[src/rtl/i2s_video_rx.sv]
// I2S receiver: oversamples bclk/ws/data in the mclk domain and rebuilds WORD_W-bit words,
// with sync-word flagging, short-word and dead-link detection. Define I2S_RX_ERRCNT_EN to enable err_count.
module i2s_video_rx #(
  parameter int                 WORD_W      = 16,
  parameter logic [WORD_W-1:0]  SYNC_WORD   = 16'hFFFF,
  parameter int                 TIMEOUT     = 256,
  parameter int                 SYNC_STAGES = 2
) (
  input  logic              mclk,
  input  logic              reset,
  input  logic              i2s_bclk,
  input  logic              i2s_ws,
  input  logic              i2s_data,
  output logic [WORD_W-1:0] rx_word,
  output logic              rx_valid,
  output logic              rx_chan,
  output logic              sof,
  output logic              short_err,
  output logic              link_idle,
  output logic [7:0]        err_count
);

  localparam int BIT_W = $clog2(WORD_W);
  localparam int CNT_W = $clog2(TIMEOUT);
  localparam logic [CNT_W-1:0] IDLE_MAX = CNT_W'(TIMEOUT - 1);

  typedef enum logic [1:0] {HUNT, ARM, SHIFT, PAD} state_t;

  logic [SYNC_STAGES-1:0] r_bclk_sync;
  logic [SYNC_STAGES-1:0] r_ws_sync;
  logic [SYNC_STAGES-1:0] r_data_sync;
  logic                   r_bclk_d;

  logic [CNT_W-1:0]  r_idle_cnt;
  logic              r_link_idle;

  state_t            r_state;
  logic [WORD_W-2:0] r_shift;
  logic [BIT_W-1:0]  r_bit_cnt;
  logic              r_chan;
  logic              r_ws_last;
  logic [WORD_W-1:0] r_rx_word;
  logic              r_rx_chan;
  logic              r_rx_valid;
  logic              r_short_err;

  logic              w_bclk_s;
  logic              w_ws_s;
  logic              w_data_s;
  logic              w_bclk_rise;
  logic              w_ws_edge;
  logic              w_timeout;
  logic [WORD_W-1:0] w_shift_next;

  // NOTE: every flop here uses <= so all stages sample the pre-edge value; blocking '=' would collapse the chain.
  always_ff @(posedge mclk or posedge reset) begin
    if (reset) begin
      r_bclk_sync <= '0;
      r_ws_sync   <= '0;
      r_data_sync <= '0;
      r_bclk_d    <= 1'b0;
    end else begin
      r_bclk_sync <= {r_bclk_sync[SYNC_STAGES-2:0], i2s_bclk};
      r_ws_sync   <= {r_ws_sync[SYNC_STAGES-2:0], i2s_ws};
      r_data_sync <= {r_data_sync[SYNC_STAGES-2:0], i2s_data};
      r_bclk_d    <= r_bclk_sync[SYNC_STAGES-1];
    end
  end

  assign w_bclk_s     = r_bclk_sync[SYNC_STAGES-1];
  assign w_ws_s       = r_ws_sync[SYNC_STAGES-1];
  assign w_data_s     = r_data_sync[SYNC_STAGES-1];
  assign w_bclk_rise  = w_bclk_s & ~r_bclk_d;
  assign w_ws_edge    = w_ws_s != r_ws_last;
  assign w_timeout    = r_idle_cnt == IDLE_MAX;
  assign w_shift_next = {r_shift, w_data_s};

  // The idle counter comes out of reset saturated so the link reads idle until bclk is seen.
  always_ff @(posedge mclk or posedge reset) begin
    if (reset) begin
      r_idle_cnt  <= IDLE_MAX;
      r_link_idle <= 1'b1;
    end else if (w_bclk_rise) begin
      r_idle_cnt  <= '0;
      r_link_idle <= 1'b0;
    end else if (w_timeout) begin
      r_link_idle <= 1'b1;
    end else begin
      r_idle_cnt  <= r_idle_cnt + CNT_W'(1);
    end
  end

  always_ff @(posedge mclk or posedge reset) begin
    if (reset) begin
      r_state     <= HUNT;
      r_shift     <= '0;
      r_bit_cnt   <= '0;
      r_chan      <= 1'b0;
      r_ws_last   <= 1'b0;
      r_rx_word   <= '0;
      r_rx_chan   <= 1'b0;
      r_rx_valid  <= 1'b0;
      r_short_err <= 1'b0;
    end else begin
      r_rx_valid  <= 1'b0;
      r_short_err <= 1'b0;
      if (w_bclk_rise) begin
        r_ws_last <= w_ws_s;
        case (r_state)
          HUNT: if (w_ws_edge) r_state <= ARM;
          ARM: begin
            r_shift   <= {{(WORD_W-2){1'b0}}, w_data_s};
            r_bit_cnt <= BIT_W'(1);
            r_chan    <= w_ws_s;
            r_state   <= SHIFT;
          end
          SHIFT: begin
            r_shift   <= w_shift_next[WORD_W-2:0];
            r_bit_cnt <= r_bit_cnt + BIT_W'(1);
            // The bit sampled on a WS edge still belongs to this word, so completion wins over the edge.
            if (r_bit_cnt == BIT_W'(WORD_W - 1)) begin
              r_rx_word  <= w_shift_next;
              r_rx_chan  <= r_chan;
              r_rx_valid <= 1'b1;
              r_state    <= w_ws_edge ? ARM : PAD;
            end else if (w_ws_edge) begin
              r_short_err <= 1'b1;
              r_state     <= ARM;
            end
          end
          PAD: if (w_ws_edge) r_state <= ARM;
          default: r_state <= HUNT;
        endcase
      end else if (w_timeout) begin
        r_state <= HUNT;
      end
    end
  end

  assign rx_word   = r_rx_word;
  assign rx_valid  = r_rx_valid;
  assign rx_chan   = r_rx_chan;
  assign short_err = r_short_err;
  assign link_idle = r_link_idle;
  assign sof       = r_rx_valid & ~r_rx_chan & (r_rx_word == SYNC_WORD);

`ifdef I2S_RX_ERRCNT_EN
  logic [7:0] r_err_count;

  always_ff @(posedge mclk or posedge reset) begin
    if (reset)                                  r_err_count <= '0;
    else if (r_short_err && r_err_count != 8'hFF) r_err_count <= r_err_count + 8'd1;
  end

  assign err_count = r_err_count;
`else
  assign err_count = 8'h00;
`endif

endmodule

[config.mk]
export PLATFORM = sky130hd
export DESIGN_NAME = i2s_video_rx
export DESIGN_NICKNAME = d
export VERILOG_FILES = /design/src/rtl/i2s_video_rx.sv
export SDC_FILE = /design/constraint.sdc
export NUM_CORES = 1
export LEC_CHECK = 0
export CORE_MARGIN = 1
export CORE_UTILIZATION = 55
export DETAILED_ROUTE_END_ITERATION = 8
export PLACE_DENSITY = 0.88
export SYNTH_ARGS = -nofsm -noshare
export SYNTH_HDL_FRONTEND = slang
export SYNTH_SLANG_ARGS = --single-unit
[constraint.sdc]
create_clock -name mclk -period 4.8 [get_ports mclk]
set_input_delay 0.96 -clock mclk [delete_from_list [all_inputs] [get_ports mclk]]
set_output_delay 0.96 -clock mclk [all_outputs]
set_load 0.01 [all_outputs]
==> impl_metrics.toml <==
[logic_synthesis]
synth_top_cell_by_area = "dfrtp_1"
yosysMostFrequentCell = "dfrtp_1"
ys_types = 36
yosysSeqAreaShare_pct = 59.2
synth.area.top_cells = "dfrtp_1, dfstp_2, mux2_2, nand2_1, o21ai_0"
yosysTopAreaCellShare_pct = 49.6
async_flop_share_pct = 100
postSynthCellCount = 223
yosysWarnings = 0
yosys_register_bits = 58
ys.flop_type = "dfrtp_1"
syn_avg_cell_area_um2 = 11.1
netlist_area_um2 = 2470
synth_edf_count = 0
synth.top_cells.by_count = "dfrtp_1, nand2_1, o21ai_0"

[cts]
post_cts_buffers = 0
h-tree-depth = 3
postCtsHoldBufs = 0
clk_path_buf_depth = 2
clockRootBuffer = "clkbuf_8"
cts_tree = "built"
postCtsResizedCells = 0
cts_sinks = 58
clock_latency_ns = 0.33
cts_buffers = 9
clkTransAtPathRegs_ns = 0.07

[grt]
grt_usage_pct = 20.0
grt_pass1_vias = 1543
grt_pass1_wl_mm = 7.31
antenna_found_initial = 0
grt_max_degree = 49
grt.overflow.total = 0

[routing]
initialDrtViolationCount = 89
drc = 0
postRouteAntennaNets = 0
first_pass_iters = 4
routed_via_density = 5.41
routedWlPerCell_um = 13.7
drt-total-wl_mm = 4.21
via_count = 1662

[setup_path]
timing.reg2reg.setup_slack_ns = 2.22
worst_r2r_path_depth = 5
worst_setup_path_start_kind = "register"
cp_max_fo = 3
critical-path-max-stage-delay_ns = 0.58
critPathBufInv = 1
cp_top_family = "simple AND/OR/NAND/NOR gates"
critical_path_class = "register to primary output"
required_ns = 3.84
rr_startpoint = "r_state[0]"
r2r_end = "rx_word[15]"
arrival_ns = 1.93
slowest_stage = "clkdlybuf4s50_1"
path_cells = "and4b_1 -> nand3_1 -> nor4_1 -> clkdlybuf4s50_1"
cp-end-kind = "primary output"

[floorplan]
dieArea_um2 = 4760
ios = 34
dieHeight_um = 69.0
core_area_um2 = 4320
initial_utilization_pct = 57.1
std_cell_rows = 24
fp.dieW_um = 69.0

[finish]
fin_util_pct = 67.6
layout.nets = 260
area.growth.synth_to_final_pct = 18.4
final_cells = 307
drive_gt1_share_pct = 18.4
diodes = 0

[timing]
slew_violations = 0
fmax_mhz = 346
period_needed_ns = 2.89
tightestPinTransition_ns = 1.01
fin_worst_skew_ns = 0.00882
setup_slack_ns = 1.91
tns_ns = 0
rsz0062_at_grt = "false"
finalHoldViolCount = 0
maxSlewHeadroom_pct = 33.0
setup_violations = 0
min_period_over_period_pct = 60.2

[placement]
port_buffers = 25
dpl.hpwl_mm = 2.80
place.gp.congestion = 0.853
post-place-ws_ns = 2.22
dp_cells = 291

[power_and_ir_drop]
power.total_mw = 1.24
leakagePower_nw = 1.27
peakVddDrop_mv = 0.232
p_per_area_nw_per_um2 = 425

[outcome]
status = "finished, final reports clean"

[job]
maxCapViolations = 0

[min_path]
hold_depth = 0
hp-start = "r_ws_sync[0]"
hp-class = "register to register"
hold_end = "r_ws_sync[1]"
==> cells in the final DEF (no fill, tap or decap) <==
cell type / Yosys / routed
dfrtp_1: 49 / 49
nand2_1: 38 / 38
o21ai_0: 27 / 27
clkdlybuf4s50_1: 0 / 25
mux2_2: 19 / 19
clkbuf_8: 0 / 11
dfstp_2: 9 / 9
a21oi_1: 8 / 8
conb_1: 1 / 8
nand3_1: 7 / 7
nand4_1: 6 / 6
inv_1: 6 / 5
ha_1: 5 / 5
nor3_1: 4 / 4
nand2b_1: 3 / 3
and3_1: 3 / 3
a31oi_1: 3 / 3
clkinv_2: 0 / 3
or4_1: 2 / 2
or3b_1: 1 / 1
nand3b_1: 1 / 1
nor2_2: 1 / 1
nor2b_1: 1 / 1
xnor2_1: 1 / 1
and4_1: 1 / 1
nor2_1: 1 / 1
o21bai_1: 1 / 1
a311o_1: 1 / 1
a21boi_0: 1 / 1
and4b_1: 1 / 1
nor4_1: 1 / 1
nor3b_1: 1 / 1
inv_2: 0 / 1
or4b_1: 1 / 1
or3_1: 1 / 1
a22o_1: 1 / 1
clkinvlp_4: 0 / 1
bufinv_16: 0 / 1
buf_4: 9 / 1
==> cell type report <==
cell class,count,area [um2]
sequential,58,1460
fill,313,1400
multi-input combinational,149,912
timing repair buffer,26,258
clock buffer,11,151
tap,52,65.1
clock inverter,5,52.6
inverter,6,22.5
==> power by group <==
group	internal [mW]	total (mW)	switching, mW	leakage, nW
combinational	0.0695	0.188	0.119	0.415
clock	0.265	0.452	0.187	0.105
sequential	0.551	0.603	0.0511	0.747
total	0.886	1.24	0.357	1.27
==> through the flow <==
step                      area (um2)  hold WS, ns
after floorplan                 2500        0.331
after global placement          2720        0.332
after detailed placement        2720        0.336
after CTS                       2920        0.350
after global routing            2920        0.359
final                           2920        0.351
==> per-layer routing <==
| layer | vias to the layer above | track usage [%] | share of wire (%) |
|---|---|---|---|
| met4 | 0 | 8.16 | 1.4 |
| met5 | - | 0 | 0 |
| met3 | 6 | 7.31 | 3.7 |
| met1 | 809 | 27.7 | 49 |
| li1 | 817 | - | - |
| met2 | 30 | 28.5 | 46 |
==> logic make-up after synthesis <==
family / after synthesis / share of synthesized area (%)
buf+inv: 23 / 4.91
fa+ha+maj: 5 / 2.53
other cells: 1 / 0.152
simple gates: 74 / 14.9
compound gates: 42 / 9.22
mux: 19 / 8.66
xor+xnor: 1 / 0.355
flops: 58 / 59.2
==> state kept, by name, summed over array words and instances (netlist names) <==
register     count
rx_word         16
r_shift         15
r_idle_cnt       8
r_bit_cnt        4
r_bclk_sync      2
r_data_sync      2
r_state          2
r_ws_sync        2
link_idle        1
r_bclk_d         1
r_chan           1
r_ws_last        1
rx_chan          1
rx_valid         1
short_err        1
==> worst max-delay path by stage <==
stage / to / from / cells past startpoint / slack, ns
5_1_grt: sof / rx_chan / 4 / 1.79
2_1_floorplan: r_bclk_d / reset / 1 / 2.43
3_3_place_gp: sof / rx_chan / 4 / 2.25
6_report: sof / rx_chan / 4 / 1.91
3_5_place_dp: rx_word[14] / r_state[0] / 5 / 2.22
4_1_cts: sof / rx_chan / 4 / 1.87
Power figures use the tool's default switching activity.
